**config.mk**
```make
export PLATFORM = sky130hd
export DESIGN_NAME = mem_wb_sel_ctrl_flat
export DESIGN_NICKNAME = d
export VERILOG_FILES = /design/src/rtl/mem_wb_sel_ctrl_if.sv /design/src/rtl/mem_wb_sel_ctrl.sv /design/src/flat_wrapper.sv
export SDC_FILE = /design/constraint.sdc
export NUM_CORES = 1
export LEC_CHECK = 0
export CAP_MARGIN = 25
export CORE_UTILIZATION = 25
export CTS_CLUSTER_DIAMETER = 80
export CTS_CLUSTER_SIZE = 30
export DETAILED_ROUTE_END_ITERATION = 7
export PLACE_DENSITY = 0.5
export SETUP_SLACK_MARGIN = 0.15
export SYNTH_ARGS = -nofsm -noshare
export SYNTH_HDL_FRONTEND = slang
export SYNTH_SLANG_ARGS = --single-unit
```
**constraint.sdc**
```tcl
create_clock -name clock -period 2.5 [get_ports clock]
set_input_delay 0.5 -clock clock [delete_from_list [all_inputs] [get_ports clock]]
set_output_delay 0.5 -clock clock [all_outputs]
set_load 0.05 [all_outputs]
```
**src/rtl/mem_wb_sel_ctrl_if.sv**
```systemverilog
// EX/MEM decode inputs and MEM/WB mux select outputs of the writeback select controller.
// The master drives the pipeline side and the slave is the controller.
interface mem_wb_sel_ctrl_if;
    logic       stall_in;
    logic [2:0] op_class;
    logic [3:0] dest_top_addr;
    logic [3:0] dest_bot_addr;
    logic       wr_top;
    logic       wr_bot;
    logic [3:0] src_top_addr;
    logic [3:0] src_bot_addr;
    logic [3:0] sel_signals_top;
    logic [6:0] sel_signals_bot;
    logic       mem_wb_we;
    logic       mem_rd_en;
    logic       stall_req;
    logic [7:0] stall_count;

    modport master (
        output stall_in, op_class, dest_top_addr, dest_bot_addr, wr_top, wr_bot,
               src_top_addr, src_bot_addr,
        input  sel_signals_top, sel_signals_bot, mem_wb_we, mem_rd_en, stall_req, stall_count
    );

    modport slave (
        input  stall_in, op_class, dest_top_addr, dest_bot_addr, wr_top, wr_bot,
               src_top_addr, src_bot_addr,
        output sel_signals_top, sel_signals_bot, mem_wb_we, mem_rd_en, stall_req, stall_count
    );
endinterface

```
**src/rtl/mem_wb_sel_ctrl.sv**
```systemverilog
// MEM/WB writeback select controller: op decode, two-deep destination history for
// MOV forwarding, two-cycle load sequencing and the single top-lane hazard stall.
module mem_wb_sel_ctrl (
    input  logic               clock,
    input  logic               reset,
    mem_wb_sel_ctrl_if.slave   bus
);
    typedef enum logic {IDLE = 1'b0, LD_WAIT = 1'b1} state_t;

    typedef struct packed {
        logic       valid;
        logic [3:0] top;
        logic [3:0] bot;
        logic       wt;
        logic       wb;
    } hist_t;

    state_t     r_state;
    hist_t      r_h0;
    hist_t      r_h1;
    logic [7:0] r_stall_cnt;

    logic       w_h0_top_hit_b;
    logic       w_h0_bot_hit_b;
    logic       w_h1_top_hit_b;
    logic       w_h1_bot_hit_b;
    logic       w_h0_top_hit_t;
    logic       w_h0_bot_hit_t;
    logic       w_h1_top_hit_t;
    logic       w_h1_bot_hit_t;
    logic [3:0] w_sel_top;
    logic [6:0] w_sel_bot;
    logic       w_we;
    logic       w_rd;
    logic       w_stall;

    // Forwarding matches only count written fields of valid entries
    assign w_h0_top_hit_b = r_h0.valid & r_h0.wt & (r_h0.top == bus.src_bot_addr);
    assign w_h0_bot_hit_b = r_h0.valid & r_h0.wb & (r_h0.bot == bus.src_bot_addr);
    assign w_h1_top_hit_b = r_h1.valid & r_h1.wt & (r_h1.top == bus.src_bot_addr);
    assign w_h1_bot_hit_b = r_h1.valid & r_h1.wb & (r_h1.bot == bus.src_bot_addr);
    assign w_h0_top_hit_t = r_h0.valid & r_h0.wt & (r_h0.top == bus.src_top_addr);
    assign w_h0_bot_hit_t = r_h0.valid & r_h0.wb & (r_h0.bot == bus.src_top_addr);
    assign w_h1_top_hit_t = r_h1.valid & r_h1.wt & (r_h1.top == bus.src_top_addr);
    assign w_h1_bot_hit_t = r_h1.valid & r_h1.wb & (r_h1.bot == bus.src_top_addr);

    // Select, write-enable, read strobe and stall decode
    always_comb begin
        w_sel_top = 4'b0000;
        w_sel_bot = 7'b0000000;
        w_we      = 1'b0;
        w_rd      = 1'b0;
        w_stall   = 1'b0;
        if (reset || bus.stall_in) begin
            w_we = 1'b0;
        end else if (r_state == LD_WAIT) begin
            w_sel_top = 4'b0010;
            w_sel_bot = 7'b0000100;
            w_we      = 1'b1;
        end else begin
            case (bus.op_class)
                3'd1: begin
                    w_sel_top = 4'b0001;
                    w_sel_bot = 7'b0000010;
                    w_we      = 1'b1;
                end
                3'd2: begin
                    w_sel_bot = 7'b0000001;
                    w_we      = 1'b1;
                end
                3'd3: begin
                    w_rd    = 1'b1;
                    w_stall = 1'b1;
                end
                3'd4: begin
                    // The top lane has no MEM/WB input, so an H0 source must wait a cycle
                    if (w_h0_top_hit_t || w_h0_bot_hit_t) begin
                        w_stall = 1'b1;
                    end else begin
                        w_we = 1'b1;
                        if (w_h1_top_hit_t) begin
                            w_sel_top = 4'b0100;
                        end else if (w_h1_bot_hit_t) begin
                            w_sel_top = 4'b1000;
                        end else begin
                            w_sel_top = 4'b0001;
                        end
                        if (w_h0_top_hit_b) begin
                            w_sel_bot = 7'b0001000;
                        end else if (w_h0_bot_hit_b) begin
                            w_sel_bot = 7'b0010000;
                        end else if (w_h1_top_hit_b) begin
                            w_sel_bot = 7'b0100000;
                        end else if (w_h1_bot_hit_b) begin
                            w_sel_bot = 7'b1000000;
                        end else begin
                            w_sel_bot = 7'b0000010;
                        end
                    end
                end
                default: begin
                    w_we = 1'b0;
                end
            endcase
        end
    end

    // FSM, history shift and saturating stall counter
    always_ff @(posedge clock) begin
        if (reset) begin
            r_state     <= IDLE;
            r_h0        <= '0;
            r_h1        <= '0;
            r_stall_cnt <= 8'h00;
        end else if (!bus.stall_in) begin
            r_h1 <= r_h0;
            if (w_we) begin
                r_h0 <= '{valid: 1'b1, top: bus.dest_top_addr, bot: bus.dest_bot_addr,
                          wt: bus.wr_top, wb: bus.wr_bot};
            end else begin
                r_h0 <= '0;
            end
            case (r_state)
                IDLE:    r_state <= w_rd ? LD_WAIT : IDLE;
                LD_WAIT: r_state <= IDLE;
                default: r_state <= IDLE;
            endcase
            if (w_stall && (r_stall_cnt != 8'hFF)) begin
                r_stall_cnt <= r_stall_cnt + 8'h01;
            end else begin
                r_stall_cnt <= r_stall_cnt;
            end
        end else begin
            r_state <= r_state;
        end
    end

    assign bus.sel_signals_top = w_sel_top;
    assign bus.sel_signals_bot = w_sel_bot;
    assign bus.mem_wb_we       = w_we;
    assign bus.mem_rd_en       = w_rd;
    assign bus.stall_req       = w_stall;
    assign bus.stall_count     = reset ? 8'h00 : r_stall_cnt;
endmodule

```
**src/flat_wrapper.sv**
```systemverilog
// flat-port wrapper written by rule: the top's interface ports become plain ports
module mem_wb_sel_ctrl_flat 
  (clock, reset, bus_stall_in, bus_op_class, bus_dest_top_addr, bus_dest_bot_addr, bus_wr_top, bus_wr_bot, bus_src_top_addr, bus_src_bot_addr, bus_sel_signals_top, bus_sel_signals_bot, bus_mem_wb_we, bus_mem_rd_en, bus_stall_req, bus_stall_count);
  mem_wb_sel_ctrl_if bus_i ();
  input  logic clock;
  input  logic reset;
  input wire logic [$bits(bus_i.stall_in)-1:0] bus_stall_in;
  input wire logic [$bits(bus_i.op_class)-1:0] bus_op_class;
  input wire logic [$bits(bus_i.dest_top_addr)-1:0] bus_dest_top_addr;
  input wire logic [$bits(bus_i.dest_bot_addr)-1:0] bus_dest_bot_addr;
  input wire logic [$bits(bus_i.wr_top)-1:0] bus_wr_top;
  input wire logic [$bits(bus_i.wr_bot)-1:0] bus_wr_bot;
  input wire logic [$bits(bus_i.src_top_addr)-1:0] bus_src_top_addr;
  input wire logic [$bits(bus_i.src_bot_addr)-1:0] bus_src_bot_addr;
  output wire logic [$bits(bus_i.sel_signals_top)-1:0] bus_sel_signals_top;
  output wire logic [$bits(bus_i.sel_signals_bot)-1:0] bus_sel_signals_bot;
  output wire logic [$bits(bus_i.mem_wb_we)-1:0] bus_mem_wb_we;
  output wire logic [$bits(bus_i.mem_rd_en)-1:0] bus_mem_rd_en;
  output wire logic [$bits(bus_i.stall_req)-1:0] bus_stall_req;
  output wire logic [$bits(bus_i.stall_count)-1:0] bus_stall_count;
  assign bus_i.stall_in = bus_stall_in;
  assign bus_i.op_class = bus_op_class;
  assign bus_i.dest_top_addr = bus_dest_top_addr;
  assign bus_i.dest_bot_addr = bus_dest_bot_addr;
  assign bus_i.wr_top = bus_wr_top;
  assign bus_i.wr_bot = bus_wr_bot;
  assign bus_i.src_top_addr = bus_src_top_addr;
  assign bus_i.src_bot_addr = bus_src_bot_addr;
  assign bus_sel_signals_top = bus_i.sel_signals_top;
  assign bus_sel_signals_bot = bus_i.sel_signals_bot;
  assign bus_mem_wb_we = bus_i.mem_wb_we;
  assign bus_mem_rd_en = bus_i.mem_rd_en;
  assign bus_stall_req = bus_i.stall_req;
  assign bus_stall_count = bus_i.stall_count;
  mem_wb_sel_ctrl u_core (.clock(clock), .reset(reset), .bus(bus_i));
endmodule
```
# Word-level counts from Yosys, hierarchy flattened
# Cells that the tools add are included.
classes:
  addsub: 1
  n_bitwise: 14
  eq_ne: 13
  reduce_logical: 5
  muxes: 29
ops:
  columns: ["op", "n"]
  rows:
  - ["7-bit 2-to-1 mux", 7]
  - ["4-bit equality test", 8]
  - ["7-bit case mux with 3 select lines", 1]
  - ["4-bit 2-to-1 mux", 5]
  - ["1-bit AND", 12]
  - ["11-bit 2-to-1 mux", 1]
  - ["1-bit 2-to-1 mux", 10]
  - ["8-bit by 1-bit adder with 8-bit output, second input constant", 1]
  - ["8-bit 2-to-1 mux", 1]
  - ["8-bit != test, second input constant", 1]
  - ["4-bit case mux with 2 select lines", 1]
  - ["3-bit by 2-bit equality test with 1-bit output, second input constant", 2]
  - ["1-bit case mux with 2 select lines", 3]
  - ["3-bit by 1-bit equality test with 1-bit output, second input constant", 1]
  - ["3-bit equality test, second input constant", 1]
  - ["1-bit logical OR", 2]
  - ["1-bit inverter", 2]
  - ["2-bit AND reduction", 1]
  - ["2-bit OR reduction", 1]
  - ["1-bit logical AND", 1]
totals:
  elab_cells: 74
  register_bits: 31
  in_bits: 24

# Longest topological paths before layout
# Gate-level depths: netlist of run 1.
logic_depth:
  ltp_word: 10
  depth_mapped: 6
  mapped_depth_nobuf: 6

# Worst setup path before layout of run 1
# Ideal clock, no wire load.
synth_path:
  path_type: "input to output"
  start: "in bus_stall_in"
  end: "out bus_sel_signals_bot[0]"
  required_time_ns: 2.000
  path_buffers: 1
  path_slack_ns: -0.738
  arrival_time_ns: 2.738
  cell_stages: 3
  path_cell_list: "clkbuf_1 > or3_1 > nor4b_1"
synth_between:
  elab_chain_len: 2
synth_lines:
  columns: ["item", "line_no", "text"]
  rows:
  - ["start: declaration", "flat_wrapper.sv:7", "input wire logic [$bits(bus_i.stall_in)-1:0] bus_stall_in;"]
  - ["1-bit logical OR", "mem_wb_sel_ctrl.sv:54", "if (reset || bus.stall_in) begin"]
  - ["7-bit 2-to-1 mux", "mem_wb_sel_ctrl.sv:54", null]
  - ["end: declaration", "flat_wrapper.sv:16", "output wire logic [$bits(bus_i.sel_signals_bot)-1:0] bus_sel_signals_bot;"]
# No other way between the ends.

# Worst setup path after layout of run 1
layout_path:
  start: "reg u_core.r_h0[3] (netlist bit)"
  end: "out bus_sel_signals_bot[1]"
layout_between:
  elab_chain_len: 8
  word_cells_on_any_way: 11
  classes_between: "eq/ne (2); mux (6); bitwise (2); reduce/logical (1)"
layout_lines:
  columns: ["item", "line_no", "text"]
  rows:
  - ["start: declaration", "mem_wb_sel_ctrl.sv:19", "hist_t r_h0;"]
  - ["start signal: assignment", "mem_wb_sel_ctrl.sv:118", "r_h0 <= '{valid: 1'b1, top: bus.dest_top_addr, bot: bus.dest_bot_addr,"]
  - ["4-bit equality test", "mem_wb_sel_ctrl.sv:39", "assign w_h0_bot_hit_b = r_h0.valid & r_h0.wb & (r_h0.bot == bus.src_bot_addr);"]
  - ["1-bit AND", "mem_wb_sel_ctrl.sv:39", null]
  - ["7-bit 2-to-1 mux", "mem_wb_sel_ctrl.sv:90", "end else if (w_h0_bot_hit_b) begin"]
  - ["7-bit 2-to-1 mux", "mem_wb_sel_ctrl.sv:88", "if (w_h0_top_hit_b) begin"]
  - ["7-bit 2-to-1 mux *", "mem_wb_sel_ctrl.sv:77", "if (w_h0_top_hit_t || w_h0_bot_hit_t) begin"]
  - ["7-bit case mux with 3 select lines *", "mem_wb_sel_ctrl.sv:61", "case (bus.op_class)"]
  - ["7-bit 2-to-1 mux *", "mem_wb_sel_ctrl.sv:56", "end else if (r_state == LD_WAIT) begin"]
  - ["7-bit 2-to-1 mux *", "mem_wb_sel_ctrl.sv:54", null]
# Mark *: on every way between the ends. The rest lies on a longest branch, timed or not.

==> summary.txt, run 1 <==
STA
  – RSZ-0062 raised after global routing: true
  – Final Slew Violations: 0
  – Fin crit period: roughly 2.5 ns
  – Worst Max-Slew Pin Slew: about 0.4 ns
  – Fin. Hold Viols: 0
  – Final Worst Setup Slack: 0.0358 ns
  – Fin crit share: between 90% and 100%
  – Clock skew: 0.00506 ns
  – Fmax: about 410 MHz
  – Hold_ws: 0.504 ns
  – Final setup vio count: 0
  – Rel. slew slack: between 70% and 80%

Route
  – DRC Markers: 0
  – Vias: ~1800
  – Antenna-violating nets left: 0
  – Routed wire length: between 5000 and 6000 um
  – DR pass1 iterations: 4
  – Avg Vias per Cell: roughly 4.4
  – Initial DRC Count: 61
  – Wire per inst: 12.8 um

Logic synthesis
  – Largest family of logic cells by synthesized area: simple AND/OR/NAND/NOR gates
  – Top FF cell, synth: dfxtp_1
  – Syn avg cell area: 8.14 sq um
  – Gate Count Post-Synth: roughly 220
  – Mapped cell area: between 1500 and 2000 sq um
  – Syn nets: ~250
  – Post-synthesis xor/xnor area fraction: between 10% and 20%
  – Adder-Cell Fraction of Synth Area: 0.690%
  – Seq/Total Area, Yosys: between 30 and 40%
  – Post-synth ARST share: 0%
  – Synthesized flop and latch total: 31
  – Distinct cells, synth: 34
  – EDFF count, synth: 0
  – Post-synthesis compound-gate area fraction: 8.21%
  – Yosys warnings: 0
  – Post-synthesis simple-gate area fraction: between 20% and 30%
  – Mux contribution to synthesized area: 9.17%

Placed design
  – DP HPWL: 3980 um
  – RePlAce Congestion: 0.846
  – Input/output buffers: 45
  – Pre-CTS WS: -0.504 ns
  – Placed cell area: 2940 sq um

Pwr
  – Clk network pwr share: 36.5%
  – P_sw: 0.312 mW
  – Sequential share of power: 43.6%
  – Total design power: around 1.2 mW
  – Peak VDD IR: about 160 uV
  – Combinational Power Share: around 20%
  – Power Internal: between 0.8 and 0.9 mW
  – PD cells: 378 nW/um^2
  – LEAKAGE: 1.27 nW
  – Switch share: roughly a quarter

Floorplanning
  – I/O pin count: between 40 and 50
  – Initial Utilization: 26.3%
  – Die height: just under 90 um
  – Die area: roughly 7600 sq um
  – Row count: 30
  – Die X: a little under 90 um
  – Core footprint: ~6900 sq um

Critical path
  – Crit. End Element: primary output
  – CP Cell Sequence: xor2_1 > nor3_2 > buf_4 > a221oi_4 > and2_4 > nand2_8 > o31ai_4 > buf_12
  – CP Launch Type: register
  – WP data required: approximately 2.0 ns
  – Crit path max fanout: 4
  – Slowest-stage cell, CP: dfxtp_2
  – Max incr delay on CP: about 0.35 ns
  – Crit path DAT: around 2.0 ns
  – Crit Path Class: register to primary output

Clock tree
  – H-tree Lvls: 2
  – Number of hold buffers added after cts: 0
  – Worst-Skew Late Latency: around 0.28 ns
  – TritonCTS buffer count: 5
  – Sink Count: 31
  – CTS Root Cell: clkbuf_8
  – CTS tree: done
  – CTS Buffer Depth: 2
  – Clock transition at the registers of the reported paths: 0.07 ns

Final layout
  – Area delta synth->final: 73.6%
  – Design area: about 3100 sq um
  – Diode count: 0
  – Final nets: approximately 330
  – Layout cells sized above 1: 38.0%
  – Fill cells: between 600 and 700

Run
  – Max_cap viols: 0

Global route
  – All-layer global routing usage: ~14%
  – First-pass GRT wire length: roughly 8400 um
  – Total grt overflow: 0
  – Initial antenna violation count: 0
  – Pin count of the biggest net entering global routing: 39
  – Vias in the first global route: 1692

Status
  – Status: finished clean

Hold path
  – Hold Path Class: register to register
## path summary, 6_finish.rpt
path                            slack (ns)                         from                            endpoint  depth (start not counted)
worst max-delay path                  0.04  u_core.r_h0[3]$_SDFFE_PP0N_              bus_sel_signals_bot[1]                          8
worst min-delay path                  0.50  u_core.r_h0[0]$_SDFFE_PP0N_         u_core.r_h0[0]$_SDFFE_PP0N_                          2
worst max register to register        0.52  u_core.r_h0[3]$_SDFFE_PP0N_  u_core.r_stall_cnt[3]$_SDFFE_PP0P_                          9
worst min register to register        0.50  u_core.r_h0[0]$_SDFFE_PP0N_         u_core.r_h0[0]$_SDFFE_PP0N_                          2
## layer usage
metal	up-vias	wire [um]	part of all wire [%]	global-route usage, %
met1	816	2560	50	21.4
met2	39	2270	44	21.2
met5	-	0	0	0
met4	0	61	1.2	4.02
li1	914	-	-	-
met3	5	224	4.4	2.75
## stage by stage
step           std cells  setup TNS (ns)  util, %
2_1_floorplan        223         -0.0842        -
3_3_place_gp         391           -6.53     42.5
3_5_place_dp         391           -6.88     42.5
4_1_cts              401               0     45.0
5_1_grt              401          -0.142     45.6
6_report             401               0     45.6
## synthesized netlist by cell type, types with 2 or more instances
master    count  share of area, %
dfxtp_1      31                34
o22ai_1      10               3.4
inv_1         3              0.62
and3_1        3               1.0
mux2_1        5               3.1
nor3_1        8               2.2
mux2i_1      11               6.1
nand3b_1      3               1.2
nor2b_1       5               1.7
xor2_1       18               8.7
nand2_1      33               6.8
clkbuf_1      8               1.7
and2_1        4               1.4
nor2_1       32               6.6
nand3_1       2              0.55
nand4_1       8               2.8
xnor2_1      17               8.2
buf_1         2              0.41
o21ai_1       3              0.83
nor3b_1       3               1.2
## layout by cell type (no fill, tap or decap), types with 4 or more instances in the layout
cell type,netlist,final
buf_12,0,21
buf_2,1,5
buf_4,1,41
clkbuf_8,0,7
clkdlybuf4s50_1,0,10
dfxtp_1,31,26
dfxtp_2,0,4
dlygate4sd2_1,0,6
mux2_1,5,5
mux2i_1,11,11
nand2_1,33,29
nand4_1,8,8
nor2_1,32,25
nor2_2,0,4
nor2b_1,5,5
nor3_2,1,5
o22ai_1,10,10
xnor2_1,17,17
xor2_1,18,14
xor2_2,0,4
## worst max-delay path, delay by kind of cell (launching register included)
kind	cells	cell delay (ns)
xor+xnor	1	0.18
buf+inv	2	0.32
flops	1	0.35
simple gates	3	0.37
compound gates	2	0.47
## layout make-up
cell class / instances / area, sq um / area share [%]
Sequential cell: 31 / 629 / 20.0
Inverter: 3 / 11.3 / 0.358
Tap cell: 96 / 120 / 3.81
Clock buffer: 8 / 100 / 3.18
Multi-Input combinational cell: 177 / 1350 / 42.8
Timing Repair Buffer: 86 / 940 / 29.8
## sequential cells by signal, indices dropped and copies added (netlist names)
signal / count
u_core.r_h1: 11
u_core.r_state: 1
u_core.r_h0: 11
u_core.r_stall_cnt: 8
## kinds of logic (layout without fill, tap and decap cells)
logic type / Yosys count / count (layout)
AND/OR/NAND/NOR: 105 / 105
XOR/XNOR: 35 / 35
flip-flops: 31 / 31
multiplexers: 16 / 16
AO/OA/AOI/OAI: 20 / 20
buffers and inverters: 15 / 97
adder cells (fa/ha/maj): 1 / 1
## power by group through the flow
stage	Sequential, mW	Combinational, mW	Clock (mW)
6_report	0.519	0.237	0.435
5_1_grt	0.520	0.256	0.463
4_1_cts	0.518	0.234	0.443
3_5_place_dp	0.529	0.228	0
3_3_place_gp	0.529	0.227	0
2_1_floorplan	0.527	0.110	0
## timing repair
item / CTS / global route
pin swaps: 17 / 3
endpoints found under the setup margin: 29 / 10
setup buffers: 2 / 0
gates resized for setup: 60 / 8
Power figures use the tool's default switching activity.
==> run 2, diff against run 1 <==
- SETUP_SLACK_MARGIN: 0.15 -> not set
- SKIP_LAST_GASP: not set -> 1
==> summary.txt, run 2 (synthesis results as in run 1) <==
Route
  – Avg Vias per Cell: 4.39 (-0.86%)
  – Initial DRC Count: 38 (-38%)
  – DRC Markers: 0 (unchanged)
  – Antenna-violating nets left: 0 (unchanged)
  – Vias: 1750 (-1.4%)
  – Routed wire length: 5220 um (+2.0%)
  – Wire per inst: 13.1 um (+2.5%)
  – DR pass1 iterations: 4 (unchanged)

Critical path
  – Crit. End Element: primary output
  – CP Cell Sequence: clkdlybuf4s50_1 > buf_4 > nor2_1 > and2_1 > buf_12
  – R2r worst-path depth: 8 (-1)
  – Critical Path Source: bus_stall_in
  – Crit Path Class: primary input to primary output
  – Worst Setup EP: bus_sel_signals_bot[2]
  – Slowest-stage cell, CP: clkdlybuf4s50_1
  – Reg2reg start: u_core.r_h0[3]$_SDFFE_PP0N_
  – CP Launch Type: primary input
  – Reg2reg end: u_core.r_stall_cnt[3]$_SDFFE_PP0P_
  – Crit path DAT: 1.94 ns (-0.02 ns)
  – Register-to-Register Setup Slack: 0.50 ns (-0.02 ns)
  – WP data required: 2.00 ns (about the same)
  – Max incr delay on CP: 0.55 ns (+0.20 ns)
  – Crit path max fanout: 26 (+22)

STA
  – Fin crit share: 97.5% (-1.1 points)
  – Rel. slew slack: 76.6% (+3.3 points)
  – Worst Max-Slew Pin Slew: 0.349 ns (-0.0513 ns)
  – Fin. Hold Viols: 0 (unchanged)
  – Fin crit period: 2.44 ns (-0.0263 ns)
  – RSZ-0062 raised after global routing: true
  – Fmax: 410 MHz (+1.1%)
  – Clock skew: 0.00310 ns (-0.00195 ns)
  – Final Worst Setup Slack: 0.0621 ns (+0.0263 ns)
  – Final setup vio count: 0 (unchanged)
  – Final Slew Violations: 0 (unchanged)

Pwr
  – LEAKAGE: 1.24 nW (-1.9%)
  – Peak VDD IR: 168 uV (+3.8%)
  – Total design power: 1.17 mW (-1.7%)
  – PD cells: 384 nW/um^2 (+1.7%)

Placed design
  – Placed Cells: 391 (unchanged)
  – Placed cell area: 2890 sq um (-1.7%)
  – Input/output buffers: 45 (unchanged)
  – DP HPWL: 4170 um (+4.8%)
  – RePlAce Congestion: 0.918 (+8.5%)
  – Pre-CTS WS: -0.456 ns (+0.0480 ns)

Final layout
  – Fill cells: 703 (+2.6%)
  – Commonest non-fill, non-tap cell in the layout: buf_4
  – Diode count: 0 (unchanged)
  – Layout cells sized above 1: 35.0% (-3.0 points)
  – Top Registers: u_core.r_h0: 11 flops, u_core.r_h1: 11 flops, u_core.r_stall_cnt: 8 flops
  – Finished Layout Cells: 399 (-0.50%)
  – Final nets: 327 (-0.61%)
  – Area delta synth->final: 67.9%
  – Most frequent cells in the layout: buf_4 (39), nand2_1 (31), nor2_1 (29)
  – Final Core Density: 44.1% (-1.5 points)
  – Design area: 3050 sq um (-3.3%)

Hold path
  – Hold Path Class: register to register
  – Hold path cells: 2 (unchanged)

Global route
  – First-pass GRT wire length: 8360 um (-0.82%)
  – Initial antenna violation count: 0 (unchanged)
  – Vias in the first global route: 1729 (+2.2%)
  – Total grt overflow: 0 (unchanged)
  – All-layer global routing usage: 14.8% (+0.32 points)
  – Pin count of the biggest net entering global routing: 27 (-31%)

Run
  – Max_cap viols: 0 (unchanged)

Floorplanning
  – Row count: 30 (unchanged)
  – I/O pin count: 46 (unchanged)
  – Die area: 7600 sq um (unchanged)
  – Core footprint: 6910 sq um (unchanged)
  – Die X: 87.2 um (unchanged)
  – Die height: 87.2 um (unchanged)
  – Initial Utilization: 26.3% (unchanged)

Status
  – Status: finished clean

Clock tree
  – Sink Count: 31 (unchanged)
  – CTS tree: done
  – Clock transition at the registers of the reported paths: 0.06 ns (about the same)
  – H-tree Lvls: 2 (unchanged)
  – Worst-Skew Late Latency: 0.28 ns (about the same)
  – Number of hold buffers added after cts: 0 (unchanged)
  – CTS Root Cell: clkbuf_8
  – TritonCTS buffer count: 5 (unchanged)
  – CTS Buffer Depth: 2 (unchanged)
-- run 2: stage by stage --
| stage | hold slack, ns | setup TNS [ns] |
|---|---|---|
| floorplan | 0.463 | -0.491 |
| global placement | 0.481 | -5.92 |
| detailed placement | 0.497 | -6.08 |
| CTS | 0.507 | 0 |
| global route | 0.530 | -0.0165 |
| finish | 0.508 | 0 |
-- run 2: per-layer routing --
metal | GRT usage (%) | wire, um | vias up
met5 | 0 | 0 | -
met4 | 6.11 | 87 | 0
met3 | 3.60 | 226 | 7
met2 | 21.8 | 2280 | 34
met1 | 20.5 | 2630 | 799
li1 | - | - | 910
-- run 2: layout make-up --
cell class | instances | area [sq um] | area share, %
repair buffers | 84 | 917 | 30.1
well taps | 96 | 120 | 3.94
inverters | 3 | 11.3 | 0.370
clock buffers | 8 | 100 | 3.29
multi-input cells | 177 | 1270 | 41.7
flip-flops and latches | 31 | 628 | 20.6
-- run 2: what timing repair did --
item	CTS	global route
pin swaps	15	14
setup endpoints to repair	12	9
gates cloned	0	0
setup buffers	1	0
resized for setup	41	13
-- run 2: critical path, delay by kind of cell --
family | cells | cell delay, ns
buf+inv | 3 | 1.08
simple gates | 2 | 0.35
-- run 2: report_power, final --
group | leakage (nW) | internal (mW) | total (mW) | switching [mW]
Clock | 0.0515 | 0.251 | 0.427 | 0.176
Combinational | 0.937 | 0.114 | 0.223 | 0.109
Sequential | 0.254 | 0.507 | 0.520 | 0.0134
-- run 2: worst min-delay path by stage --
stage                                           start                           to
after global routing      u_core.r_h0[0]$_SDFFE_PP0N_  u_core.r_h0[0]$_SDFFE_PP0N_
after global placement    u_core.r_h1[0]$_SDFFE_PP0N_  u_core.r_h1[0]$_SDFFE_PP0N_
after detailed placement  u_core.r_h0[1]$_SDFFE_PP0N_  u_core.r_h0[1]$_SDFFE_PP0N_
after CTS                 u_core.r_h0[1]$_SDFFE_PP0N_  u_core.r_h0[1]$_SDFFE_PP0N_
final                     u_core.r_h0[1]$_SDFFE_PP0N_  u_core.r_h0[1]$_SDFFE_PP0N_
after floorplan           u_core.r_state$_SDFFE_PP0N_  u_core.r_state$_SDFFE_PP0N_
